$ cat config.mk
export PLATFORM = sky130hd
export DESIGN_NAME = shift_sequencer
export DESIGN_NICKNAME = d
export VERILOG_FILES = /design/src/rtl/shift_pkg.sv /design/src/rtl/shift_step.sv /design/src/rtl/shift_sequencer.sv
export SDC_FILE = /design/constraint.sdc
export NUM_CORES = 1
export LEC_CHECK = 0
export ABC_AREA = 0
export CORE_MARGIN = 2
export CORE_UTILIZATION = 50
export DETAILED_ROUTE_END_ITERATION = 10
export GPL_TIMING_DRIVEN = 0
export PLACE_DENSITY = 0.86
export SLEW_MARGIN = 0
export SYNTH_ARGS = -nofsm -noshare
export SYNTH_HDL_FRONTEND = slang
export SYNTH_SLANG_ARGS = --single-unit
$ cat constraint.sdc
create_clock -name clk -period 3.1 [get_ports clk]
set_input_delay 0.465 -clock clk [delete_from_list [all_inputs] [get_ports clk]]
set_output_delay 0.465 -clock clk [all_outputs]
set_load 0.1 [all_outputs]
$ cat src/rtl/shift_pkg.sv
// Shared shift-type codes and sequencer state encoding (also used by the Val2 path).
package shift_pkg;

  typedef enum logic [1:0] {
    SHIFT_LSL = 2'b00,
    SHIFT_LSR = 2'b01,
    SHIFT_ASR = 2'b10,
    SHIFT_ROR = 2'b11
  } shift_t;

  typedef enum logic [1:0] {
    IDLE  = 2'b00,
    SHIFT = 2'b01,
    DONE  = 2'b10
  } state_t;

endpackage

$ cat src/rtl/shift_step.sv
// One combinational shift slice: shifts/rotates value by k (1..STEP) and reports the last bit out.
module shift_step
  import shift_pkg::*;
#(
  parameter int unsigned DATA_WIDTH = 32,
  parameter int unsigned STEP       = 1,
  parameter int unsigned K_WIDTH    = $clog2(STEP + 1)
) (
  input  logic [DATA_WIDTH-1:0] value,
  input  shift_t                kind,
  input  logic [K_WIDTH-1:0]    k,
  output logic [DATA_WIDTH-1:0] next_value,
  output logic                  carry
);

  localparam int unsigned W = DATA_WIDTH;

  logic        [W:0]   lsl_full;
  logic        [W:0]   lsr_full;
  logic signed [W:0]   asr_full;
  logic        [W-1:0] ror_val;

  // Widened shifts carry the last bit out in the extra position.
  always_comb begin
    lsl_full   = {1'b0, value} << k;
    lsr_full   = {value, 1'b0} >> k;
    asr_full   = $signed({value, 1'b0}) >>> k;
    ror_val    = (value >> k) | (value << (W - 32'(k)));
    next_value = value;
    carry      = 1'b0;
    case (kind)
      SHIFT_LSL: begin
        next_value = lsl_full[W-1:0];
        carry      = lsl_full[W];
      end
      SHIFT_LSR: begin
        next_value = lsr_full[W:1];
        carry      = lsr_full[0];
      end
      SHIFT_ASR: begin
        next_value = asr_full[W:1];
        carry      = asr_full[0];
      end
      SHIFT_ROR: begin
        next_value = ror_val;
        carry      = lsr_full[0];
      end
      default: begin
        next_value = value;
        carry      = 1'b0;
      end
    endcase
  end

endmodule

$ cat src/rtl/shift_sequencer.sv
// Multi-cycle register-specified shift controller for the EX stage.
// Optional feature macro: SHIFT_SEQ_FLUSH_EN adds a flush input that aborts any operation.
module shift_sequencer
  import shift_pkg::*;
#(
  parameter int unsigned DATA_WIDTH = 32,
  parameter int unsigned AMT_WIDTH  = 8,
  parameter int unsigned STEP       = 1
) (
  input  logic                  clk,
  input  logic                  rst_n,
`ifdef SHIFT_SEQ_FLUSH_EN
  input  logic                  flush,
`endif
  input  logic                  req_valid,
  output logic                  req_ready,
  input  logic [DATA_WIDTH-1:0] req_value,
  input  logic [AMT_WIDTH-1:0]  req_amount,
  input  logic [1:0]            req_shift,
  input  logic                  req_carry,
  output logic                  rsp_valid,
  input  logic                  rsp_ready,
  output logic [DATA_WIDTH-1:0] rsp_value,
  output logic                  rsp_carry,
  output logic                  busy
);

  localparam int unsigned REM_W = $clog2(DATA_WIDTH + 2);
  localparam int unsigned K_W   = $clog2(STEP + 1);

  state_t                state_q, state_d;
  shift_t                kind_q, kind_d;
  logic [REM_W-1:0]      rem_q, rem_d;
  logic [DATA_WIDTH-1:0] val_q, val_d;
  logic                  carry_q, carry_d;
  logic                  rsp_valid_q, rsp_valid_d;
  logic                  busy_q, busy_d;

  shift_t                req_kind_c;
  logic [31:0]           amt32_c;
  logic [31:0]           ror_mod_c;
  logic [31:0]           n_wide_c;
  logic [REM_W-1:0]      n_eff_c;
  logic [K_W-1:0]        k_c;
  logic                  flush_c;
  logic                  accept_c;
  logic [DATA_WIDTH-1:0] step_value;
  logic                  step_carry;

`ifdef SHIFT_SEQ_FLUSH_EN
  assign flush_c = flush;
`else
  assign flush_c = 1'b0;
`endif

  assign req_kind_c = shift_t'(req_shift);
  assign req_ready  = !flush_c && ((state_q == IDLE) || ((state_q == DONE) && rsp_ready));
  assign accept_c   = req_valid && req_ready;

  // Effective bit count: saturate linear shifts at W+1, fold rotates into 1..W.
  always_comb begin
    amt32_c   = 32'(req_amount);
    ror_mod_c = amt32_c % DATA_WIDTH;
    n_wide_c  = amt32_c;
    if (req_kind_c == SHIFT_ROR) begin
      n_wide_c = ((ror_mod_c == 32'd0) && (amt32_c != 32'd0)) ? DATA_WIDTH : ror_mod_c;
    end else if (amt32_c > DATA_WIDTH + 1) begin
      n_wide_c = DATA_WIDTH + 1;
    end
    n_eff_c = REM_W'(n_wide_c);
  end

  // Bits to move this cycle.
  always_comb begin
    k_c = (32'(rem_q) >= STEP) ? K_W'(STEP) : K_W'(rem_q);
  end

  shift_step #(
    .DATA_WIDTH (DATA_WIDTH),
    .STEP       (STEP),
    .K_WIDTH    (K_W)
  ) u_step (
    .value      (val_q),
    .kind       (kind_q),
    .k          (k_c),
    .next_value (step_value),
    .carry      (step_carry)
  );

  // Next-state, operand load and per-cycle shift.
  always_comb begin
    state_d     = state_q;
    kind_d      = kind_q;
    rem_d       = rem_q;
    val_d       = val_q;
    carry_d     = carry_q;
    rsp_valid_d = rsp_valid_q;

    case (state_q)
      IDLE: begin
        rsp_valid_d = 1'b0;
      end
      SHIFT: begin
        val_d   = step_value;
        carry_d = step_carry;
        rem_d   = rem_q - REM_W'(k_c);
        if (rem_q == REM_W'(k_c)) begin
          state_d     = DONE;
          rsp_valid_d = 1'b1;
        end
      end
      DONE: begin
        if (rsp_ready) begin
          state_d     = IDLE;
          rsp_valid_d = 1'b0;
        end
      end
      default: begin
        state_d     = IDLE;
        rsp_valid_d = 1'b0;
      end
    endcase

    if (accept_c) begin
      kind_d      = req_kind_c;
      rem_d       = n_eff_c;
      val_d       = req_value;
      carry_d     = req_carry;
      state_d     = (n_eff_c == '0) ? DONE : SHIFT;
      rsp_valid_d = (n_eff_c == '0);
    end

    if (flush_c) begin
      state_d     = IDLE;
      rem_d       = '0;
      rsp_valid_d = 1'b0;
    end

    busy_d = (state_d != IDLE);
  end

  // State and datapath registers.
  always_ff @(posedge clk or negedge rst_n) begin
    if (!rst_n) begin
      state_q     <= IDLE;
      kind_q      <= SHIFT_LSL;
      rem_q       <= '0;
      val_q       <= '0;
      carry_q     <= 1'b0;
      rsp_valid_q <= 1'b0;
      busy_q      <= 1'b0;
    end else begin
      state_q     <= state_d;
      kind_q      <= kind_d;
      rem_q       <= rem_d;
      val_q       <= val_d;
      carry_q     <= carry_d;
      rsp_valid_q <= rsp_valid_d;
      busy_q      <= busy_d;
    end
  end

  assign rsp_valid = rsp_valid_q;
  assign rsp_value = val_q;
  assign rsp_carry = carry_q;
  assign busy      = busy_q;

endmodule

# After elaboration in Yosys (flattened, before gate mapping)
# Cells that the tools add are included.
# word_totals
register_bits	45
out_inout_bits	36
in_bits	47
elab_cells	60
# op_classes
n_eq_ne	9
add_sub_neg	2
n_reduce_logical	13
n_shift	5
magnitude_cmp	2
n_bitwise	1
n_mux	21
# ops
operator	count
case mux 32 bit (4 select lines)	1
2-to-1 mux 32 bit	2
left shift 32 x 1 -> 33 bit	1
right shift 33 x 1 -> 33 bit	1
>>> shifter 33 x 1 -> 33 bit	1
zero test 32 bit	1
OR 32 bit	1
left shift 32 x 32 -> 32 bit	1
right shift 32 x 1 -> 32 bit	1
2-to-1 mux 6 bit	5
equality test 2 bit, second input constant	4
greater-than comparator 8 x 6 -> 1 bit, second input constant	1
2-to-1 mux 2 bit	4
nonzero test 8 bit	1
subtractor 6 x 1 -> 7 bit, first input constant	1
equality test 6 x 1 -> 1 bit	1
greater-or-equal comparator 6 x 1 -> 1 bit, second input constant	1
zero test 6 bit	1
2-to-1 mux 1 bit	6
!= test 3 bit, second input constant	2
case mux 2 bit (3 select lines)	1
subtractor 6 x 1 -> 6 bit	1
equality test 2 x 1 -> 1 bit, second input constant	2
zero test 2 bit	2
7 further kinds	10

# Longest topological paths before layout
# depth
depth_word	8
mapped_depth	7
mapped_depth_nobuf	7

# Cells and area by module
# Synthesis repeated with hierarchy kept, for this count alone.
# hier_totals
hier_cells	328
area_unflattened_um2	2767.7
# by_module_without_submodules
mod	instances	cells_per_inst	area_each_um2	seq_area_each_um2
shift_sequencer	1	216	2062.0	1126.1
shift_step	1	112	705.7	0.0

# Least setup slack after synthesis
# No wires, ideal clock.
# synth_path
path_kind	register -> output
from	register state_q[1]
to	output req_ready
arrival_time_ns	1.794
setup_slack_ns	0.841
path_stages_with_launch	3
n_path_buf	0
required_time_ns	2.635
path_cell_list	dfrtp_1 > nor2b_1 > nor2_1
# synth_via
elab_chain_len	3
elab_cells_between_ends	4
classes_between	eq/ne (1); reduce/logical (3)
# synth_lines
item	line	rtl
start, declared	shift_sequencer.sv:31	state_t state_q, state_d;
start signal, assigned	shift_sequencer.sv:153	state_q <= state_d;
equality test 2 bit	shift_sequencer.sv:57	assign req_ready = !flush_c && ((state_q == IDLE) || ((state_q == DONE) && rsp_ready));
logical AND 1 bit	shift_sequencer.sv:57	
logical OR 1 bit *	shift_sequencer.sv:57	
end, declared	shift_sequencer.sv:16	output logic req_ready,
# Mark *: on every way between the ends. The rest lies on a longest branch, timed or not.

# Worst setup path after layout
# layout_path
from	input rsp_ready
to	output req_ready
# layout_via
elab_chain_len	2
# layout_lines
item	line	rtl
start, declared	shift_sequencer.sv:22	input logic rsp_ready,
logical AND 1 bit	shift_sequencer.sv:57	
logical OR 1 bit	shift_sequencer.sv:57	
# Every way passes these cells.

==> implementation parameters <==
Parameter                              Value

STA
  Post-Route Skew    12.8 ps
  Final Max Slew Viols    0
  Final setup violation count    0
  Final period utilization    0.864
  Final hold viol count    0
  Worst Tran Pin Value    1000 ps
  Fin crit period    2680 ps
  Summed negative setup slack over all endpoints    0 ps
  Setup repair after global routing missed its margin    false
  Peak Freq    374 MHz
  Headroom to the max-slew limit    0.330

Hold path
  Min-Delay Path Class    in -> async

Synthesis
  Cell types occupying the most area after synthesis    sky130_fd_sc_hd__dfrtp_1 (45%), sky130_fd_sc_hd__a221o_1 (8.7%), sky130_fd_sc_hd__nand2_1 (6.0%)
  Most used flip-flop cell after synthesis    sky130_fd_sc_hd__dfrtp_1
  Sequential element share of the synthesized area    0.447
  Number of synthesized register bits    45
  List of most frequent post-synthesis cells    sky130_fd_sc_hd__dfrtp_1 (45), sky130_fd_sc_hd__nand2_1 (40), sky130_fd_sc_hd__o21ai_0 (26)
  Average instance area after synthesis    9.39 sq um
  Top-count cell post-synth    sky130_fd_sc_hd__dfrtp_1
  Largest area contributor in the synthesized netlist    sky130_fd_sc_hd__dfrtp_1
  Post-Synthesis Cell Area    2520 sq um
  Net count after synthesis    316
  Synth warn    0
  Fraction of registers with async set or reset after synthesis    1.00
  Share of the synthesized area in the top cell type    0.447
  Count of flip-flops with a built-in enable after synthesis    0
  Yosys cell types    40
  Instance count of the mapped netlist    between 200 and 300

Clock network
  Hold buffer count at CTS    0
  TritonCTS clock tree    done
  Clock Path Buffers    2
  H-tree Lvls    2
  Clock-pin transition on the worst setup and hold timing paths    90 ps
  Clock sinks    45
  Number of buffers created by CTS    5
  Buffers inserted during post-CTS setup optimization    0
  Post-CTS resize count    0
  Worst-Skew Late Latency    300 ps
  Clk Tree Root Cell    sky130_fd_sc_hd__clkbuf_8

Floorplanning
  Horizontal die dimension    75.0 microns
  # rows    25
  Placeable core region    between 4000 and 5000 sq um
  Vert. Die Dim    75.0 microns
  Number of top-level design ports    83
  Initial core utilization    0.526
  Area of the die    between 5000 and 6000 sq um

Setup path
  Setup crit start kind    input pin
  Cells on worst reg2reg path    7
  FF-to-FF Start    rem_q[4]$_DFFE_PN0P_
  Register-to-Register Setup Slack    1050 ps
  Reg-to-reg critical path endpoint    rem_q[4]$_DFFE_PN0P_
  Highest fanout seen on the critical path    3
  Data required time of the worst path    2630 ps
  First element of the critical path    rsp_ready
  Setup crit end kind    primary output
  Crit path to    req_ready
  Worst Path Arrival    around 2200 ps
  Kind of critical path    in -> out

Global route
  Global-route wire length before repair    around 12000 microns
  Aggregate global-route resource usage    0.276
  Maximum number of pins on one net before global-route repair    33
  Initial antenna violation count    0
  Vias in the first global route    2510
  Overflow left after global routing    0

Detailed routing
  Average wire per standard cell    between 15 and 20 microns
  Via/cell ratio    a little over 6
  Final routed DRC violation total    0
  Final ANT Viol Nets    0
  Vias after detailed routing    between 2k and 3k
  Total length of routed wires    7330 microns
  First-pass detailed-route iteration total    6
  1st-iter DRT viols    207

Final layout
  Cell area after layout    3530 sq um
  Post-layout utilization of the core    0.738
  Fill cell count    364
  Count of inserted antenna diode cells    0
  Non-filler cells, final    426
  Synth-to-Final Area Change    40.4%
  Share of final-layout standard cells stronger than drive strength 1    0.0752
  NumNets Final    406

Run
  Total of max-cap violations    0

Placed design
  Placed wire-length estimate after detailed placement    5290 microns
  Final GP Congestion    0.848
  Dpl cells    418
  Count of buffers inserted at the top-level ports    82
  Cell area after placement    3440 sq um

Status
  Outcome    completed
-- cell type report --
| class | count | area, sq um | share of cell area |
|---|---|---|---|
| inverter | 3 | 11.3 | 0.00319 |
| sequential | 45 | 1130 | 0.319 |
| tap | 67 | 83.8 | 0.0237 |
| clock buffer | 6 | 82.6 | 0.0234 |
| multi-input combinational | 198 | 1250 | 0.355 |
| buffer | 22 | 125 | 0.0354 |
| clock inverter | 2 | 13.8 | 0.00390 |
| timing repair buffer | 83 | 836 | 0.237 |
-- per-stage QoR --
| stage | setup slack, ps | hold slack, ps |
|---|---|---|
| after detailed placement | 418 | 390 |
| after global routing | 388 | 78.1 |
| final | 423 | 52.2 |
| after global placement | 307 | 539 |
| after floorplan | 841 | 169 |
| after CTS | 416 | 64.2 |
-- layout by cell type (no fill, tap or decap), types with 2 or more instances in the layout --
| cell | synthesis | final |
|---|---|---|
| sky130_fd_sc_hd__o211ai_1 | 11 | 11 |
| sky130_fd_sc_hd__clkbuf_8 | 0 | 6 |
| sky130_fd_sc_hd__inv_1 | 3 | 3 |
| sky130_fd_sc_hd__nor3_1 | 4 | 4 |
| sky130_fd_sc_hd__or4_1 | 2 | 2 |
| sky130_fd_sc_hd__buf_6 | 4 | 4 |
| sky130_fd_sc_hd__dfrtp_1 | 45 | 45 |
| sky130_fd_sc_hd__clkdlybuf4s50_1 | 0 | 81 |
| sky130_fd_sc_hd__o22ai_1 | 2 | 2 |
| sky130_fd_sc_hd__o21ai_0 | 26 | 26 |
| sky130_fd_sc_hd__buf_2 | 7 | 8 |
| sky130_fd_sc_hd__nor2_1 | 12 | 12 |
| sky130_fd_sc_hd__nand2b_1 | 2 | 2 |
| sky130_fd_sc_hd__nand2_1 | 40 | 40 |
| sky130_fd_sc_hd__a221o_1 | 22 | 22 |
| sky130_fd_sc_hd__mux2i_1 | 12 | 12 |
| sky130_fd_sc_hd__nand3_1 | 14 | 14 |
| sky130_fd_sc_hd__or3_1 | 3 | 3 |
| sky130_fd_sc_hd__a21oi_1 | 24 | 24 |
| sky130_fd_sc_hd__and3_1 | 2 | 2 |
| sky130_fd_sc_hd__clkbuf_1 | 10 | 10 |
| sky130_fd_sc_hd__a211o_1 | 3 | 3 |
-- critical path, stage by stage --
cell and delay (ps):
sky130_fd_sc_hd__clkdlybuf4s50_1 460, sky130_fd_sc_hd__nor2b_1 60, sky130_fd_sc_hd__nor2_1 90, sky130_fd_sc_hd__clkdlybuf4s50_1 1130
-- flip-flops by register name (all words and copies together), names as in the netlist --
signal,count
state_q,2
busy,1
rsp_carry,1
rsp_value,32
rsp_valid,1
kind_q,2
rem_q,6
-- kinds of logic (layout without fill, tap and decap cells) --
| family | after synthesis | in the layout | share of synthesized area |
|---|---|---|---|
| AO/OA/AOI/OAI | 98 | 98 | 0.276 |
| AND/OR/NAND/NOR | 87 | 87 | 0.170 |
| flip-flops | 45 | 45 | 0.447 |
| buffers and inverters | 25 | 116 | 0.0542 |
| multiplexers | 12 | 12 | 0.0477 |
| adder cells (fa/ha/maj) | 1 | 1 | 0.00497 |
-- per-layer routing --
| layer | GRT usage | vias up | share of wire |
|---|---|---|---|
| met3 | 0.0321 | 7 | 0.093 |
| met4 | 0.0893 | 0 | 0.0098 |
| met1 | 0.391 | 1235 | 0.42 |
| li1 | - | 1193 | - |
| met5 | 0 | - | 0 |
| met2 | 0.444 | 135 | 0.47 |
-- worst min-delay path by stage --
stage	startpoint	to	slack (ps)
5_1_grt	rst_n	rsp_value[28]$_DFFE_PN0P_	80
6_report	rst_n	rsp_value[30]$_DFFE_PN0P_	50
3_5_place_dp	rst_n	busy$_DFF_PN0_	390
4_1_cts	rst_n	rsp_value[30]$_DFFE_PN0P_	60
2_1_floorplan	rst_n	busy$_DFF_PN0_	170
3_3_place_gp	rsp_value[5]$_DFFE_PN0P_	rsp_value[5]$_DFFE_PN0P_	540
Power is not shown: default switching activity piles up to over one toggle a cycle in this logic, so the estimate is an artifact.
